==> config.mk <==
export PLATFORM = sky130hd
export DESIGN_NAME = branch_equator
export DESIGN_NICKNAME = d
export VERILOG_FILES = /design/src/rtl/branch_equator.sv
export SDC_FILE = /design/constraint.sdc
export NUM_CORES = 1
export LEC_CHECK = 0
export CAP_MARGIN = 40
export CORE_MARGIN = 1
export CORE_UTILIZATION = 33
export CTS_BUF_LIST = sky130_fd_sc_hd__clkbuf_4 sky130_fd_sc_hd__clkbuf_8 sky130_fd_sc_hd__clkbuf_16
export CTS_CLUSTER_DIAMETER = 60
export DETAILED_ROUTE_END_ITERATION = 7
export PLACE_DENSITY = 0.87
export SLEW_MARGIN = 25
export SYNTH_ARGS = -nofsm -noshare
export SYNTH_HDL_FRONTEND = slang
export SYNTH_SLANG_ARGS = --single-unit
==> constraint.sdc <==
create_clock -name clk -period 2.3 [get_ports clk]
set_input_delay 0.23 -clock clk [delete_from_list [all_inputs] [get_ports clk]]
set_output_delay 0.23 -clock clk [all_outputs]
set_load 0.01 [all_outputs]
==> src/rtl/branch_equator.sv <==
// ID-stage branch resolution: signed compare of A/B under BranchSelect, flush request and its
// one-cycle-delayed copy. Define BRANCH_EQ_STATS_EN to add the saturating TakenCount counter.
module branch_equator #(
  parameter int WIDTH = 16
) (
  input  logic             clk,
  input  logic             rst_n,
  input  logic [WIDTH-1:0] A,
  input  logic [WIDTH-1:0] B,
  input  logic [2:0]       BranchSelect,
  input  logic             Branch,
  input  logic             Jump,
  output logic             BranchingSoFlush,
`ifdef BRANCH_EQ_STATS_EN
  output logic             FlushDelayed,
  output logic [15:0]      TakenCount
`else
  output logic             FlushDelayed
`endif
);

  localparam logic [2:0] SEL_BLT = 3'b000;
  localparam logic [2:0] SEL_BGT = 3'b001;
  localparam logic [2:0] SEL_BEQ = 3'b010;
  localparam logic [2:0] SEL_BNE = 3'b011;
  localparam logic [2:0] SEL_BLE = 3'b100;
  localparam logic [2:0] SEL_BGE = 3'b101;

  logic signed [WIDTH-1:0] signedA;
  logic signed [WIDTH-1:0] signedB;
  logic                    lessThan;
  logic                    equal;
  logic                    cond;

  assign signedA  = A;
  assign signedB  = B;
  assign lessThan = signedA < signedB;
  assign equal    = (A == B);

  always_comb begin
    cond = 1'b0;
    case (BranchSelect)
      SEL_BLT: cond = lessThan;
      SEL_BGT: cond = !lessThan && !equal;
      SEL_BEQ: cond = equal;
      SEL_BNE: cond = !equal;
      SEL_BLE: cond = lessThan || equal;
      SEL_BGE: cond = !lessThan;
      default: cond = 1'b0;
    endcase
  end

  // Jump short-circuits the compare so unknown operands cannot mask a jump.
  assign BranchingSoFlush = Jump ? 1'b1 : (Branch & cond);

  always_ff @(posedge clk or negedge rst_n) begin
    if (!rst_n) begin
      FlushDelayed <= 1'b0;
    end else begin
      FlushDelayed <= BranchingSoFlush;
    end
  end

`ifdef BRANCH_EQ_STATS_EN
  always_ff @(posedge clk or negedge rst_n) begin
    if (!rst_n) begin
      TakenCount <= 16'h0000;
    end else if (BranchingSoFlush && (TakenCount != 16'hFFFF)) begin
      TakenCount <= TakenCount + 16'd1;
    end
  end
`endif

endmodule

==> results.py, run 1 <==
metrics = {
    "cells_and_area": {
        "final_layout_size_suffix_gt1_share_pct": 61.5,
        "regMostFlops": "FlushDelayed",
        "syn2layout_area_growth_pct": 135,
        "antenna_cells": 0,
        "reg.largest.list": "FlushDelayed: 1 flops",
        "nNetsFinal": 179,
        "largest_register_ffs": 1,
        "utilization_pct": 82.3,
    },
    "worst_setup_path": {
        "critPathKind": "input port to output pin",
        "cp_common_cell": "buf_6",
        "startpoint": "B[13]",
        "crit_buf_inv": 4,
        "end_kind": "output pin",
        "crit_path_max_fanout": 3,
        "cp_data_required_time_ns": 2.07,
        "critPathTopFamily": "compound AO/OA/AOI/OAI gates",
        "slowest_delay_ns": 0.37,
        "start_kind": "input port",
        "cp_slowest_cell": "a2111oi_4",
        "critical_path.cell_chain": "buf_6 > inv_2 > ha_4 > nand4_1 > nor2_4 > o2111ai_4 > buf_6 > a2111oi_4 > a211oi_2 > a31o_1 > buf_2",
        "cp.arrival_ns": 2.10,
    },
    "synth": {
        "synth_seq_cells": 1,
        "netlist.area_leader.share_pct": 38.0,
        "syn_area_per_cell_um2": 7.53,
        "synth_area_um2": 527,
        "seq_area_frac_synth_pct": 4.75,
        "yosysWarnings": 0,
        "async_reset_ff_share_pct": 100,
        "synth_edf_count": 0,
        "syn_nets": 125,
        "synth_most_common_cell": "inv_1",
        "netlist_top_cells_count": "inv_1 (17), ha_1 (16), a21oi_1 (4), nand2_1 (4), nand3_1 (3)",
        "ys.flop_type": "dfrtp_1",
        "ys_types": 28,
        "netlist_top_cells_area": "ha_1 (38%), inv_1 (12%), dfrtp_1 (4.8%)",
        "syn-instance-count": 70,
        "yosysTopAreaCell": "ha_1",
    },
    "placement": {
        "gp_congestion": 0.693,
        "post-place-ws_ns": -0.867,
        "numPortBuffers": 40,
        "dp_hpwl_mm": 1.27,
    },
    "sta": {
        "hold_slack_ns": 0.381,
        "max_freq_mhz": 429,
        "slew_viol_final": 0,
        "grt_setup_unrepaired": "true",
        "maxSlewHeadroom_pct": 78.6,
        "setup_violations": 1,
        "fin_crit_sh_pct": 101,
        "period_minus_slack_ns": 2.33,
        "fin_ws_ns": -0.0292,
        "timing.final.hold_violations": 0,
        "tightestPinTransition_ns": 0.319,
    },
    "floorplanning": {
        "coreArea_um2": 1510,
        "rows": 14,
        "start_util_pct": 35.0,
        "die-area_um2": 1760,
        "ios": 41,
        "die_x_um": 42.0,
        "dieHeight_um": 42.0,
    },
    "global_route": {
        "antenna_found_initial": 0,
        "grt_pass1_wl_mm": 3.52,
        "overflow": 0,
        "grt_pass1_vias": 855,
        "grt_max_degree": 6,
        "track_usage_pct": 25.3,
    },
    "power": {
        "leakage_nw": 0.532,
        "ir_drop_mv": 0.103,
        "power.total_w": 0.000240,
        "powerDensity_nw_per_um2": 194,
    },
    "route": {
        "drtPass1Iterations": 4,
        "drtAntennaViolNets": 0,
        "drt_iter0_drc": 5,
        "routed_via_density": 5.48,
        "drc_errors": 0,
        "vias": 756,
        "wire_per_inst_um": 15.8,
        "postRouteWirelength_mm": 2.19,
    },
    "run_status": {
        "status": "complete, but fails checks",
        "violations": "negative setup slack",
    },
    "run": {
        "drv_cap": 0,
    },
    "min_path": {
        "min_path_type": "input port to async pin",
    },
    "clock_network": {
        "clkTransAtPathRegs_ns": 0,
    },
}
[report_power, final]
| group | total (W) | internal [W] | switching (W) |
|---|---|---|---|
| Combinational | 0.000221 | 0.000124 | 0.0000970 |
| Sequential | 0.0000197 | 0.0000194 | 0.000000363 |
| Clock | 0 | 0 | 0 |
| Total | 0.000240 | 0.000143 | 0.0000974 |
[layer usage]
metal | wire [um] | track usage (%)
met3 | 84 | 1.30
met4 | 91 | 9.68
met2 | 1270 | 54.1
met5 | 0 | 0
met1 | 743 | 24.0
[cell families (layout without fill, tap and decap cells)]
group | Yosys count | count (layout) | synth area share (%)
DFF | 1 | 1 | 4.75
and+or+nand+nor | 19 | 19 | 18.8
adders and majority gates | 16 | 16 | 38.0
AOI/OAI and AO/OA | 17 | 17 | 26.4
buffers and inverters | 17 | 69 | 12.1
[layout by cell type, fill, tap and decap left out, types with 2 or more instances in the layout]
master	instances
nand4_1	2
inv_2	13
nand2_1	3
nand3_1	2
buf_6	7
ha_4	12
buf_4	8
a21oi_2	4
inv_1	4
clkdlybuf4s15_1	8
o311ai_2	2
clkdlybuf4s50_1	7
nor2_4	2
ha_2	3
buf_2	13
dlygate4sd2_1	8
[stage by stage]
step	area [um2]	TNS, ns	cells
global placement	992	-0.905	132
global route	1240	-0.0983	138
CTS	1210	0	136
floorplan	527	0	70
finish	1240	-0.0292	138
detailed placement	992	-1.16	132
[worst paths after layout]
check,depth (start not counted),slack (ns),end
min in group clk,2,0.85,FlushDelayed
max,11,-0.03,BranchingSoFlush
max in group asynchronous,1,1.82,FlushDelayed
min,1,0.38,FlushDelayed
[timing repair]
| item | CTS | global route |
|---|---|---|
| pin swaps | 32 | 12 |
| buffers inserted | 4 | 2 |
| hold endpoints to repair | 0 | 0 |
| resized for setup | 134 | 5 |
| setup endpoints to repair | 2 | 1 |
| hold buffers | 0 | 0 |
[layout make-up]
class,instances,area (um2)
fill,99,267
inverter,17,63.8
multi-input combinational,52,696
sequential,1,25.0
tap,16,20.0
timing repair buffer,52,435
Note: power is estimated with default switching activity, not from simulation.
==> run 2, diff against run 1 <==
--- a/config.mk
+++ b/config.mk
@@ -12,7 +12,7 @@
 export CTS_CLUSTER_DIAMETER = 60
 export DETAILED_ROUTE_END_ITERATION = 7
 export PLACE_DENSITY = 0.87
-export SLEW_MARGIN = 25
+export SLEW_MARGIN = 20
 export SYNTH_ARGS = -nofsm -noshare
 export SYNTH_HDL_FRONTEND = slang
 export SYNTH_SLANG_ARGS = --single-unit
==> results of run 2 <==
The final DEF is identical to that of run 1; final timing and power are the same.
